`src/rtl/ttd.sv`:
```
// Time-to-digital converter for an RC charge-time measurement.
// The capacitor is held discharged for a fixed number of clocks, then released.
// Clock cycles are counted until the synchronized comparator reports the threshold.
// If the counter's MSB sets before the threshold is seen, the result saturates to all ones.
// Conversions repeat back to back with no external trigger.
module ttd #(
  parameter int WIDTH            = 9,
  parameter int DISCHARGE_CYCLES = 8
) (
  input  logic             clk,
  input  logic             rst,
  input  logic             in,
  output logic             rst_cap,
  output logic [WIDTH-2:0] register_out
);

  // Timer wide enough to hold DISCHARGE_CYCLES; it saturates there while waiting on in_s
  localparam int TW = $clog2(DISCHARGE_CYCLES + 1);
  localparam logic [TW-1:0]    TMR_MAX = TW'(DISCHARGE_CYCLES);
  localparam logic [TW-1:0]    TMR_ONE = TW'(1);
  localparam logic [WIDTH-1:0] CNT_ONE = WIDTH'(1);

  typedef enum logic {
    S_DISCHARGE = 1'b0,
    S_COUNT     = 1'b1
  } state_e;

  state_e           state_q;
  logic             rst_cap_q;
  logic [TW-1:0]    tmr_q;
  logic [WIDTH-1:0] cnt_q;
  logic [WIDTH-2:0] result_q;
  logic             in_meta_q;
  logic             in_s;

  // Two-flop synchronizer for the asynchronous comparator output
  always_ff @(posedge clk or posedge rst) begin
    if (rst) begin
      in_meta_q <= 1'b0;
      in_s      <= 1'b0;
    end else begin
      in_meta_q <= in;
      in_s      <= in_meta_q;
    end
  end

  // Conversion FSM: discharge/hold, then count until threshold or overflow
  always_ff @(posedge clk or posedge rst) begin
    if (rst) begin
      state_q   <= S_DISCHARGE;
      rst_cap_q <= 1'b1;
      tmr_q     <= '0;
      cnt_q     <= '0;
      result_q  <= '0;
    end else begin
      case (state_q)
        S_DISCHARGE: begin
          cnt_q <= '0;
          if ((tmr_q == TMR_MAX) && !in_s) begin
            // Discharge time met and comparator low: release the capacitor
            state_q   <= S_COUNT;
            rst_cap_q <= 1'b0;
          end else begin
            rst_cap_q <= 1'b1;
            if (tmr_q != TMR_MAX) begin
              tmr_q <= tmr_q + TMR_ONE;
            end else begin
              tmr_q <= tmr_q;
            end
          end
        end
        S_COUNT: begin
          if (cnt_q[WIDTH-1]) begin
            // Overflow wins even if the threshold arrives on this same edge
            result_q  <= '1;
            state_q   <= S_DISCHARGE;
            rst_cap_q <= 1'b1;
            tmr_q     <= '0;
            cnt_q     <= '0;
          end else if (in_s) begin
            result_q  <= cnt_q[WIDTH-2:0];
            state_q   <= S_DISCHARGE;
            rst_cap_q <= 1'b1;
            tmr_q     <= '0;
            cnt_q     <= '0;
          end else begin
            cnt_q     <= cnt_q + CNT_ONE;
            rst_cap_q <= 1'b0;
          end
        end
        default: begin
          state_q   <= S_DISCHARGE;
          rst_cap_q <= 1'b1;
          tmr_q     <= '0;
          cnt_q     <= '0;
        end
      endcase
    end
  end

  assign rst_cap      = rst_cap_q;
  assign register_out = result_q;

endmodule

```
`config.mk`:
```
export PLATFORM = sky130hd
export DESIGN_NAME = ttd
export DESIGN_NICKNAME = d
export VERILOG_FILES = /design/src/rtl/ttd.sv
export SDC_FILE = /design/constraint.sdc
export NUM_CORES = 1
export LEC_CHECK = 0
export CAP_MARGIN = 20
export CELL_PAD_IN_SITES_DETAIL_PLACEMENT = 0
export CELL_PAD_IN_SITES_GLOBAL_PLACEMENT = 1
export CORE_MARGIN = 2
export CORE_UTILIZATION = 42
export DETAILED_ROUTE_END_ITERATION = 10
export DONT_BUFFER_PORTS = 1
export PLACE_DENSITY_LB_ADDON = 0.25
export SLEW_MARGIN = 5
export SYNTH_ARGS = -nofsm -noshare
export SYNTH_HDL_FRONTEND = slang
export SYNTH_SLANG_ARGS = --single-unit
```
`constraint.sdc`:
```
create_clock -name clk -period 1.22 [get_ports clk]
set_clock_uncertainty 0.1 [all_clocks]
set_input_delay 0.305 -clock clk [delete_from_list [all_inputs] [get_ports clk]]
set_output_delay 0.305 -clock clk [all_outputs]
set_load 0.005 [all_outputs]
```
; Yosys cells after proc, flatten, opt, wreduce, memory -nomap -nowiden
; Index checks and enable logic that the tools add are counted.
[word_totals]
word_cells = 38
latch_bits = 0
n_memories = 0
reg_bits = 25
ram_bits = 0
rom_bits = 0
[classes]
n_mux = 18
addsub = 2
eq_ne = 5
n_reduce_logical = 5
n_bitwise = 1
n_div = 0
mul = 0
n_shift = 0
magnitude_cmp = 0
[ops]
columns = operator, n
row1 = two-way mux 9 bit, 2
row2 = one-hot mux 9 bit (2 select lines), 1
row3 = two-way mux 4 bit, 4
row4 = two-way mux 8 bit, 2
row5 = "adder 9 x 1 -> 9 bit, second input constant", 1
row6 = one-hot mux 4 bit (2 select lines), 1
row7 = two-way mux 1 bit, 6
row8 = "adder 4 x 1 -> 4 bit, second input constant", 1
row9 = "equality test 4 bit, second input constant", 1
row10 = "!= test 2 bit, second input constant", 2
row11 = "!= test 4 bit, second input constant", 1
row12 = one-hot mux 1 bit (2 select lines), 2
row13 = "!= test 3 x 1 -> 1 bit, second input constant", 1
row14 = AND reduction 3 bit, 1
row15 = AND reduction 2 bit, 1
row16 = nonzero test 2 bit, 1
row17 = logical AND 1 bit, 1
row18 = logical NOT 1 bit, 1
row19 = inverter 1 bit, 1

; Depth between registers and ports, before layout
; Gate-level depths: netlist (run 1).
[depth]
word_depth = 4
mapped_depth = 5
mapped_depth_nobuf = 5

; Worst setup path after synthesis (run 1)
; No wires, ideal clock.
[synth_path]
path_type = flip-flop to flip-flop
startpoint = reg cnt_q[0]
endpoint = reg cnt_q[6]
path_buffers = 0
arrival_ns = 1.170
setup_time_ns = 0.074
required_time_ns = 1.046
stages_incl_launch_ff = 5
period_less_slack_ns = 1.344
path_slack_ns = -0.124
path_cell_list = dfrtp_1 ha_1 nand3_1 or3_1 a21oi_2
[synth_between]
elab_chain_cells = 4
[synth_lines]
columns = element, line
row1 = start: declaration, 31  ; logic [WIDTH-1:0] cnt_q;
row2 = start signal: assignment, 87  ; cnt_q <= cnt_q + CNT_ONE;
row3 = adder 9 x 1 -> 9 bit, 87
row4 = two-way mux 9 bit, 80  ; end else if (in_s) begin
row5 = two-way mux 9 bit, 73  ; if (cnt_q[WIDTH-1]) begin
row6 = one-hot mux 9 bit (2 select lines), 56  ; case (state_q)
; No other way between the ends.
; A chain may end at the register's enable or synchronous reset.

; Worst setup path in the final report (run 1)
[layout_path]
startpoint = reg tmr_q[1]
endpoint = reg rst_cap_q, in the netlist rst_cap
[layout_between]
elab_chain_cells = 4
[layout_lines]
columns = element, line
row1 = start: declaration, 30  ; logic [TW-1:0] tmr_q;
row2 = start signal: assignment, 66  ; tmr_q <= tmr_q + TMR_ONE;
row3 = start signal: assignment, 68  ; tmr_q <= tmr_q;
row4 = equality test 4 bit, 59  ; if ((tmr_q == TMR_MAX) && !in_s) begin
row5 = logical AND 1 bit, 59
row6 = two-way mux 1 bit, 59
row7 = one-hot mux 1 bit (2 select lines), 56
row8 = end signal: assignment, 51  ; rst_cap_q <= 1'b1;
row9 = end signal: assignment, 62  ; rst_cap_q <= 1'b0;
row10 = end signal: assignment, 64  ; rst_cap_q <= 1'b1;
row11 = end: declaration, 29  ; logic rst_cap_q;
; No other way between the ends.

==> out/qor.txt, run 1 <==
Area contributors post-synth: dfrtp_1 (56%), nor2_1 (5.2%), o21ai_1 (5.1%)
Initial DRC Count: 26
worst r2r src: tmr_q[1]
switching part of the total: 30.67%
CP Buf/Inv Count: 1
diode count: 0
# fillers: 206
Leakage: 0.0006653 uW
Worst Tran Pin Value: 0.4145 ns
Tcrit/Tclk final: 110.8%
Tot GR Track Use: 16.99%
worst r2r dst: rst_cap
Yosys warning count: 0
slowest CP cell: dfrtp_1
share of cells above drive strength 1: 44.44%
vias: 855
Setup crit end: rst_cap
crit-path cells: inv_1 -> ha_2 -> and4bb_2 -> a21oi_2 -> or2_1
Final Critical Period: 1.351 ns
routability cong.: 0.8135
Die X: 54.71 um
critical path arrival: 1.51 ns
PnR worst setup slack: -0.1315 ns
Commonest cells post-synth: dfrtp_1 (24), nor2_1 (15), nand2_1 (13)
R2R cell count: 5
Crit path depth: 5
Worst-Skew Late Latency: 0.31 ns
Clock Power Share: 18.2%
initial antenna violation count: 0
number of CTS-inserted buffers: 3
core area: 2455 um^2
kind of end point of the critical path: flop
Post-Syn Nets: 113
TritonCTS clock tree: built
Max Fclk: 739.9 MHz
Final Max Slew Viols: 0
Final ANT Viol Nets: 0
Post-Synthesis Mean Instance Area: 10.09 um^2
CTS root buffer: clkbuf_4
Yosys top cell area share: 55.62%
critical path class: flop to flop
IO Port Bufs: 0
delay-heaviest family, CP: simple AND/OR/NAND/NOR gates
Final Hold Fails: 0
Max Root-Sink Buffers: 2
Critical Path RT: 1.38 ns
Relative slew margins: 72.34%
clk slew on worst S/H paths: 0.13 ns
global-route wire length before repair: 3.594 mm
Util after Layout: 61.62%
Post-route DRC: 0
max-cap viol count: 0
critical path fanouts, max: 4
fin nets: 142
Power Dens Cells: 1343 nW/um^2
worst vdd ir: 1.040 mV
drt wl/cell: 14.12 um
Psw: 623.4 uW
Starting Density: 43.99%
vias in the first global route: 808
register share of total power: 50.3%
worst setup path start: tmr_q[1]
DP HPWL: 1.552 mm
CP startpoint kind: flop
Comb power frac: 31.5%
Ports: 12
Initial DRT Pass Iterations: 5
sequential share of the synthesized area: 58.05%
internal reg-to-reg setup slack: -0.13 ns
unrepaired setup endpoints after global routing: true
ys async rst share: 100.0%
Primary FF master, synth: dfrtp_1
Avg Vias per Cell: 5.182
cell with the most instances after synthesis: dfrtp_1
failing checks: negative setup slack
Sink Count: 25
Post-Route WL: 2.329 mm
CTS HTree Levels: 1
worst hold path type: flop to flop
area leader, netlist: dfrtp_1
P&R area growth vs syn: 40.09%
synthesis-stage register bit count: 25
Final Setup Violations: 15
Final Total Pwr: 2032 uW
Hold Path Origin: in_meta_q
Internal: 1409 uW
Post-Synthesis Cells: 107
Distinct cells, synth: 27
status: finished, violations left
crit-path max cell delay: 0.44 ns
Post-synth EDFFs: 0
grt ovf: 0
Mapped Area: 1080 um^2
Site Rows: 18
die height: 54.71 um
DIE AREA: 2993 um^2
largest net degree at the start of global routing: 17
power by group through the flow:
stage | Sequential (uW) | Combinational [uW] | Clock, uW
2_1_floorplan | 1020 | 295 | 0
3_3_place_gp | 1030 | 484 | 0
3_5_place_dp | 1030 | 499 | 0
4_1_cts | 1020 | 550 | 380
5_1_grt | 1040 | 725 | 411
6_report | 1020 | 640 | 370
cell usage in the layout (no fill, tap or decap), drive strengths merged:
master,Yosys,routed
o211ai,1,1
or3,3,3
nand3,4,4
a21oi,5,5
nor2,15,15
dlygate4sd3,0,2
nor3b,1,1
and4bb,1,1
ha,3,3
nand4,1,1
nor3,1,1
and2,1,1
clkbuf,0,4
o31ai,3,3
nand2,13,13
xor2,1,1
o21ai,15,15
dfstp,1,1
nor2b,2,2
or2,1,1
buf,3,25
dfrtp,24,24
inv,6,6
xnor2,2,2
state kept, by name, summed over array words and instances (netlist names):
| register | cells |
|---|---|
| cnt_q | 9 |
| register_out | 8 |
| tmr_q | 4 |
| in_meta_q | 1 |
| in_s | 1 |
| rst_cap | 1 |
| state_q | 1 |
timing repair:
| item | 4_1_cts | 5_1_grt |
|---|---|---|
| gates cloned | 0 | 1 |
| hold buffers | 2 | 0 |
| hold endpoints to repair | 9 | 0 |
| pin swaps | 10 | 15 |
| gates resized for setup | 12 | 29 |
| setup endpoints to repair | 16 | 22 |
| setup buffers | 1 | 2 |
worst register-to-register path, delay by kind of cell (launching register included):
family,cells,cell delay [ns]
compound gates,1,0.04
fa+ha+maj,1,0.17
buf+inv,1,0.07
flops,1,0.44
simple gates,2,0.48
layout make-up:
| class | count | area [um^2] | share of cell area, % |
|---|---|---|---|
| timing repair buffer | 27 | 257.7 | 17.04 |
| multi-input combinational | 73 | 540.5 | 35.73 |
| tap | 30 | 37.54 | 2.481 |
| inverter | 6 | 22.52 | 1.489 |
| clock buffer | 4 | 26.28 | 1.737 |
| sequential | 25 | 628.1 | 41.52 |
cell families (layout without fill, tap and decap cells):
group                      Yosys count  count (layout)  share of synthesized area (%)
AOI/OAI and AO/OA                   24              24                          12.75
xor gates and xnor gates             3               3                          2.434
adders and majority gates            3               3                          3.477
buffers and inverters                9              37                          3.708
DFF                                 25              25                          58.05
and+or+nand+nor                     43              43                          19.58
metal layers:
metal / vias to the layer above / routed length [um] / track usage, %
met5: - / 0 / 0
met4: 0 / 10 / 6.250
met3: 2 / 92 / 2.732
met2: 21 / 1122 / 25.99
met1: 415 / 1104 / 23.97
li1: 417 / - / -
stage by stage:
stage / setup TNS [ns] / hold WS [ns] / setup WS, ns / std cells / cell area [um^2]
after floorplan: -0.1282 / 0.2312 / -0.1033 / 107 / 1087
final: -0.7393 / 0.2676 / -0.1315 / 165 / 1513
after detailed placement: -0.4939 / 0.1034 / -0.1017 / 155 / 1277
after global placement: -0.2221 / 0.09617 / -0.04583 / 155 / 1277
after global routing: -1.922 / 0.2988 / -0.1818 / 165 / 1513
after CTS: -0.6056 / 0.2693 / -0.1073 / 162 / 1385
worst min-delay path by stage:
| stage | to | slack, ns | depth (start not counted) |
|---|---|---|---|
| floorplan | cnt_q[0] | 0.23 | 1 |
| CTS | in_s | 0.27 | 0 |
| global placement | register_out[6] | 0.1 | 1 |
| detailed placement | register_out[7] | 0.10 | 1 |
| global route | in_s | 0.30 | 0 |
| finish | in_s | 0.27 | 0 |
No activity file was read; power rests on OpenSTA's default activity.
==> inputs of run 2 (changes only) <==
CTS_CLUSTER_DIAMETER = 60   (was default)
==> results of run 2 <==
No change in the layout: final DEF, timing and power equal those of run 1.
==> inputs of run 3 (changes only) <==
SLEW_MARGIN = 20   (was 5)
==> results of run 3 <==
No change in the layout: final DEF, timing and power equal those of run 1.
